`src/rtl/fp_mult_arb.sv`:
```
// fp_mult_arb: round-robin arbiter sharing one single-precision multiplier between two requesters
module fp_mult #(parameter string ROUND = "away_zero") (
  input  logic [31:0] a,
  input  logic [31:0] b,
  output logic [31:0] z,
  output logic [7:0]  status
);
  localparam logic rn_even = ROUND == "even";
  localparam logic rn_zero = ROUND == "zero";
  localparam logic rn_up   = ROUND == "up";
  localparam logic rn_down = ROUND == "down";
  logic sign, a_zero, b_zero, a_inf, b_inf, a_nan, b_nan, nan, inf, zero, norm;
  logic g, st, inc, ovf, unf, ovf_inf;
  logic [47:0] p;
  logic [22:0] mant;
  logic [23:0] mr;
  logic signed [9:0] e;
  // Subnormal operands read as zero; results below the normal range flush to signed zero.
  always_comb begin
    sign = a[31] ^ b[31];
    a_zero = a[30:23] == 8'd0;
    b_zero = b[30:23] == 8'd0;
    a_inf = &a[30:23] & ~|a[22:0];
    b_inf = &b[30:23] & ~|b[22:0];
    a_nan = &a[30:23] & |a[22:0];
    b_nan = &b[30:23] & |b[22:0];
    nan = a_nan | b_nan | (a_inf & b_zero) | (a_zero & b_inf);
    inf = ~nan & (a_inf | b_inf);
    zero = ~nan & ~inf & (a_zero | b_zero);
    norm = ~nan & ~inf & ~zero;
    p = {24'd0, 1'b1, a[22:0]} * {24'd0, 1'b1, b[22:0]};
    mant = p[47] ? p[46:24] : p[45:23];
    g = p[47] ? p[23] : p[22];
    st = p[47] ? |p[22:0] : |p[21:0];
    inc = rn_even ? g & (st | mant[0]) : rn_zero ? 1'b0 : rn_up ? ~sign & (g | st) :
          rn_down ? sign & (g | st) : g;
    mr = {1'b0, mant} + {23'd0, inc};
    e = 10'(a[30:23]) + 10'(b[30:23]) - 10'd127 + 10'(p[47]) + 10'(mr[23]);
    ovf = e > 10'sd254;
    unf = e < 10'sd1;
    ovf_inf = ~rn_zero & ~(rn_up & sign) & ~(rn_down & ~sign);
    z = nan ? 32'h7FC00000 : inf ? {sign, 8'hFF, 23'd0} : (zero | unf) ? {sign, 31'd0} :
        ovf ? (ovf_inf ? {sign, 8'hFF, 23'd0} : {sign, 8'hFE, 23'h7FFFFF}) : {sign, e[7:0], mr[22:0]};
    status = {2'b00, norm & (g | st | unf | ovf), norm & ovf, norm & unf, nan,
              inf | (norm & ovf & ovf_inf), zero | (norm & unf)};
  end
endmodule

module fp_mult_arb #(parameter string ROUND = "away_zero") (
  input  logic        clk,
  input  logic        rst,
  input  logic        req0_valid,
  output logic        req0_ready,
  input  logic [31:0] req0_a,
  input  logic [31:0] req0_b,
  input  logic        req1_valid,
  output logic        req1_ready,
  input  logic [31:0] req1_a,
  input  logic [31:0] req1_b,
  output logic        res_valid,
  input  logic        res_ready,
  output logic [31:0] res_z,
  output logic [7:0]  res_status,
  output logic        res_id,
  output logic        busy,
  output logic [15:0] op_count
);
  typedef enum logic [1:0] {IDLE, CALC, DONE} state_t;
  state_t state_q, state_d;
  logic last_id_q, last_id_d, op_id_q, op_id_d, res_id_q, res_id_d;
  logic [31:0] op_a_q, op_a_d, op_b_q, op_b_d, res_z_q, res_z_d, mul_z;
  logic [7:0] res_status_q, res_status_d, mul_status;
  logic [15:0] op_count_q, op_count_d;
  logic idle, grant0, grant1, hs0, hs1;

  fp_mult #(.ROUND(ROUND)) u_mult (.a(op_a_q), .b(op_b_q), .z(mul_z), .status(mul_status));

  // On a tie the requester not served last wins; grant1 excludes grant0 by construction.
  always_comb begin
    idle = state_q == IDLE;
    grant0 = req0_valid & (~req1_valid | last_id_q);
    grant1 = req1_valid & ~grant0;
    req0_ready = ~rst & idle & grant0;
    req1_ready = ~rst & idle & grant1;
    hs0 = req0_valid & req0_ready;
    hs1 = req1_valid & req1_ready;
    state_d = idle ? ((hs0 | hs1) ? CALC : IDLE) : state_q == CALC ? DONE : (res_ready ? IDLE : DONE);
    last_id_d = (hs0 | hs1) ? hs1 : last_id_q;
    op_id_d = (hs0 | hs1) ? hs1 : op_id_q;
    op_a_d = hs0 ? req0_a : hs1 ? req1_a : op_a_q;
    op_b_d = hs0 ? req0_b : hs1 ? req1_b : op_b_q;
    res_z_d = state_q == CALC ? mul_z : res_z_q;
    res_status_d = state_q == CALC ? mul_status : res_status_q;
    res_id_d = state_q == CALC ? op_id_q : res_id_q;
    op_count_d = op_count_q + {15'd0, state_q == DONE & res_ready};
  end

  always_ff @(posedge clk) begin
    if (rst) begin
      state_q <= IDLE;
      last_id_q <= 1'b1;
      op_id_q <= 1'b0;
      op_a_q <= '0;
      op_b_q <= '0;
      res_z_q <= '0;
      res_status_q <= '0;
      res_id_q <= 1'b0;
      op_count_q <= '0;
    end else begin
      state_q <= state_d;
      last_id_q <= last_id_d;
      op_id_q <= op_id_d;
      op_a_q <= op_a_d;
      op_b_q <= op_b_d;
      res_z_q <= res_z_d;
      res_status_q <= res_status_d;
      res_id_q <= res_id_d;
      op_count_q <= op_count_d;
    end
  end

  assign res_valid = state_q == DONE;
  assign busy = ~rst & ~idle;
  assign res_z = res_z_q;
  assign res_status = res_status_q;
  assign res_id = res_id_q;
  assign op_count = op_count_q;
endmodule

```
`config.mk`:
```
export PLATFORM = sky130hd
export DESIGN_NAME = fp_mult_arb
export DESIGN_NICKNAME = d
export VERILOG_FILES = /design/src/rtl/fp_mult_arb.sv
export SDC_FILE = /design/constraint.sdc
export NUM_CORES = 2
export LEC_CHECK = 0
export CORE_ASPECT_RATIO = 0.75
export CORE_UTILIZATION = 47
export DETAILED_ROUTE_END_ITERATION = 10
export GPL_TIMING_DRIVEN = 0
export MAX_ROUTING_LAYER = met4
export PLACE_DENSITY = 0.66
export SYNTH_ARGS = -nofsm -noshare
export SYNTH_HDL_FRONTEND = slang
export SYNTH_SLANG_ARGS = --single-unit
```
`constraint.sdc`:
```
create_clock -name clk -period 14.55 [get_ports clk]
set_input_delay 2.91 -clock clk [delete_from_list [all_inputs] [get_ports clk]]
set_output_delay 2.91 -clock clk [all_outputs]
set_load 0.1 [all_outputs]
```
==> summary.txt <==
CTS tree - built
Register area share after synthesis - 9.36%
Least-Margin Pin Slew - 1.17 ns
Slowest stage cell on the critical path - dfxtp_1
Placed Area - 29100 sq um
Worst skew pair latency - 0.46 ns
Final Util - 54.4%
Hold path start - op_id_q
Commonest cells after routing, fill and taps aside - inv_1 (595), fa_1 (484), nand2_1 (353)
Worst-path clk slew - 0.08 ns
Maximum vdd drop - 0.000137 V
Period utilization - 96.3%
CTS buffer count - 17
GRT Util Overall - 38.9%
Clk sink count - 123
Clk pwr share - 13.0%
Num rows - 74
Routed len/inst - 26.0 um
Worst EP required - 14.86 ns
CP max stage delay - 0.77 ns
Core box area - 54900 sq um
Hold Violations, Final - 0
Syn Inst Count - 3079
Sw Ratio - 56.6%
Post-Route WL - 105 mm
Starting Density - 47.9%
Number of flops mapped to enable cells by yosys - 0
H-tree levels - 4
Static Leakage - 13.8 nW
Reg-to-reg setup timing slack - 0.54 ns
Chip Height - 207 um
Worst hold margin - 0.461 ns
I/O pin total - 194
FF-to-FF Start - op_a_q[16]
Logic pwr share - 73.7%
Root buffer cell - clkbuf_16
Sw Pwr - 0.00191 W
Post-DP HPWL - 87.3 mm
Fin crit period - 14.01 ns
Sequential cell fraction of total power - 13.3%
Yosys cell types - 98
Post-CTS Hold Buffers - 0
Commonest non-fill, non-tap cell in the layout - inv_1
Worst EP arrival - 14.32 ns
Synth Area per Inst - 8.55 sq um
RSZ-0062 raised after global routing - no
Synth Register Bits - 123
P_int - 0.00147 W
Final count of negative-setup-slack endpoints - 0
Max_cap viols - 0
Number of nets in the layout - 4093
Ys Warns - 0
Die ar. - 56900 sq um
Layout cell share with drive strength beyond 1 - 5.21%
Async SR Flop Fraction - 0%
Design area - 29800 sq um
Pre-CTS WS - -1.26 ns
# DRC - 0
CP startpoint kind - register
Worst R2R End - res_z[13]
Status - finished, final reports clean
Hold Crit Depth - 2
Max clock buf depth - 2
HP Class - register to register
Final worst slack - 0.538 ns
Max-slew violations - 0
Total vias in the final route - 23200
DR iter-0 viols - 2367
Area Overhead vs Synth - 13.4%
Drt first pass iters - 5
Critical path capture point type - register
Gr ovfl total - 0
Max Freq - 71.4 MHz
Die W - 275 um
Vias per cell - 5.76
GP Congestion - 1.02
Top FF cell, synth - dfxtp_1
Synthesized area - 26300 sq um
Pwr dens - 113 nW/um^2
First-pass GRT wire length - 154 mm
Worst Hold End - res_id
R2R depth - 46
Largest net degree at the start of global routing - 19
CP max FO - 18
IO buf count - 190
ANT nets after route - 0
Most used cell along the critical path - fa_1
Worst Skew - 0.0283 ns
CP Class - register to register
Initial antenna violation count - 7
Normalized max-slew margin - 21.8%
Vias in the first global route - 23600
## state kept, by name, summed over array words and instances, names as in the netlist
register and flops:
res_id 1, op_count 16, op_id_q 1, op_b_q 32, res_status 6, op_a_q 32, state_q 2, res_z 32
last_id_q 1
## worst max-delay path by stage
stage / from / to / slack, ns / depth (start not counted)
after global placement: op_b_q[12] / res_z[11] / -1.22 / 45
after detailed placement: op_b_q[12] / res_z[11] / -1.26 / 47
after global routing: op_a_q[22] / res_z[13] / 0.05 / 45
after CTS: op_a_q[22] / res_z[13] / 0.11 / 46
final: op_a_q[16] / res_z[13] / 0.54 / 46
after floorplan: op_a_q[22] / res_z[20] / 2.75 / 47
## cell usage after synthesis (all sizes together) (9+ instances only)
master,count,area [sq um]
o21ai,54,270
a21oi,98,498
buf,16,92.6
nand2,355,1340
ha,189,2360
and2,255,1600
clkbuf,152,631
nor3,26,130
dfxtp,123,2460
mux2i,55,563
fa,484,9690
or4,9,71.3
and3,19,128
a211oi,79,593
nand4,29,181
xor2,31,272
nand3,23,115
nor4,33,213
nor2,207,777
xnor2,44,385
a21o,21,161
inv,598,2240
o211ai,15,113
## metrics by stage
step                      power [W]  std cells  setup TNS [ns]
after floorplan             0.00199       3080               0
after global placement      0.00284       3992          -34.23
after detailed placement    0.00285       3992          -36.06
after CTS                   0.00332       4021               0
after global routing        0.00360       4027               0
final                       0.00338       4029               0
## what timing repair did
action | CTS | global route
setup endpoints to repair | 35 | 35
setup buffers | 0 | 2
hold endpoints to repair | 0 | 0
gates resized for setup | 57 | 22
## area by class of cell
cell class / instances / area [sq um]
sequential: 123 / 2470
fill: 5250 / 25100
antenna: 7 / 17.5
timing repair buffer: 192 / 1920
buffer: 165 / 787
multi-input combinational: 2189 / 20900
clock buffer: 21 / 450
tap: 722 / 903
clock inverter: 11 / 119
inverter: 599 / 2250
## cells by family after synthesis
family | count (synthesis) | synth area share [%]
adder cells (fa/ha/maj) | 673 | 45.8
buffers and inverters | 768 | 11.3
AND/OR/NAND/NOR | 1000 | 18.5
other | 1 | 0.0143
multiplexers | 56 | 2.18
flip-flops | 123 | 9.36
XOR/XNOR | 76 | 2.58
AO/OA/AOI/OAI | 382 | 10.2
## routing by layer
layer	part of all wire, %	track usage, %	vias to the layer above	routed length, um
met1	46	55.8	11800	48100
met4	2.2	8.68	0	2330
met2	40	51.7	1194	41600
li1	-	-	10100	-
met3	12	13.9	123	12900
met5	0	-	-	0
## power groups by stage
stage	Sequential, W	Clock (W)	Combinational [W]
after global placement	0.000448	0	0.00239
final	0.000449	0.000439	0.00249
after global routing	0.000450	0.000457	0.00270
after CTS	0.000444	0.000442	0.00244
after detailed placement	0.000448	0	0.00240
after floorplan	0.000495	0	0.00149
## worst max-delay path, delay by kind of cell (launching register included)
| family | cells | cell delay, ns |
|---|---|---|
| buffers and inverters | 11 | 1.90 |
| AND/OR/NAND/NOR | 12 | 3.01 |
| adder cells (fa/ha/maj) | 11 | 4.67 |
| AO/OA/AOI/OAI | 12 | 3.43 |
| flip-flops | 1 | 0.77 |
(Power assumes the default switching activity.)
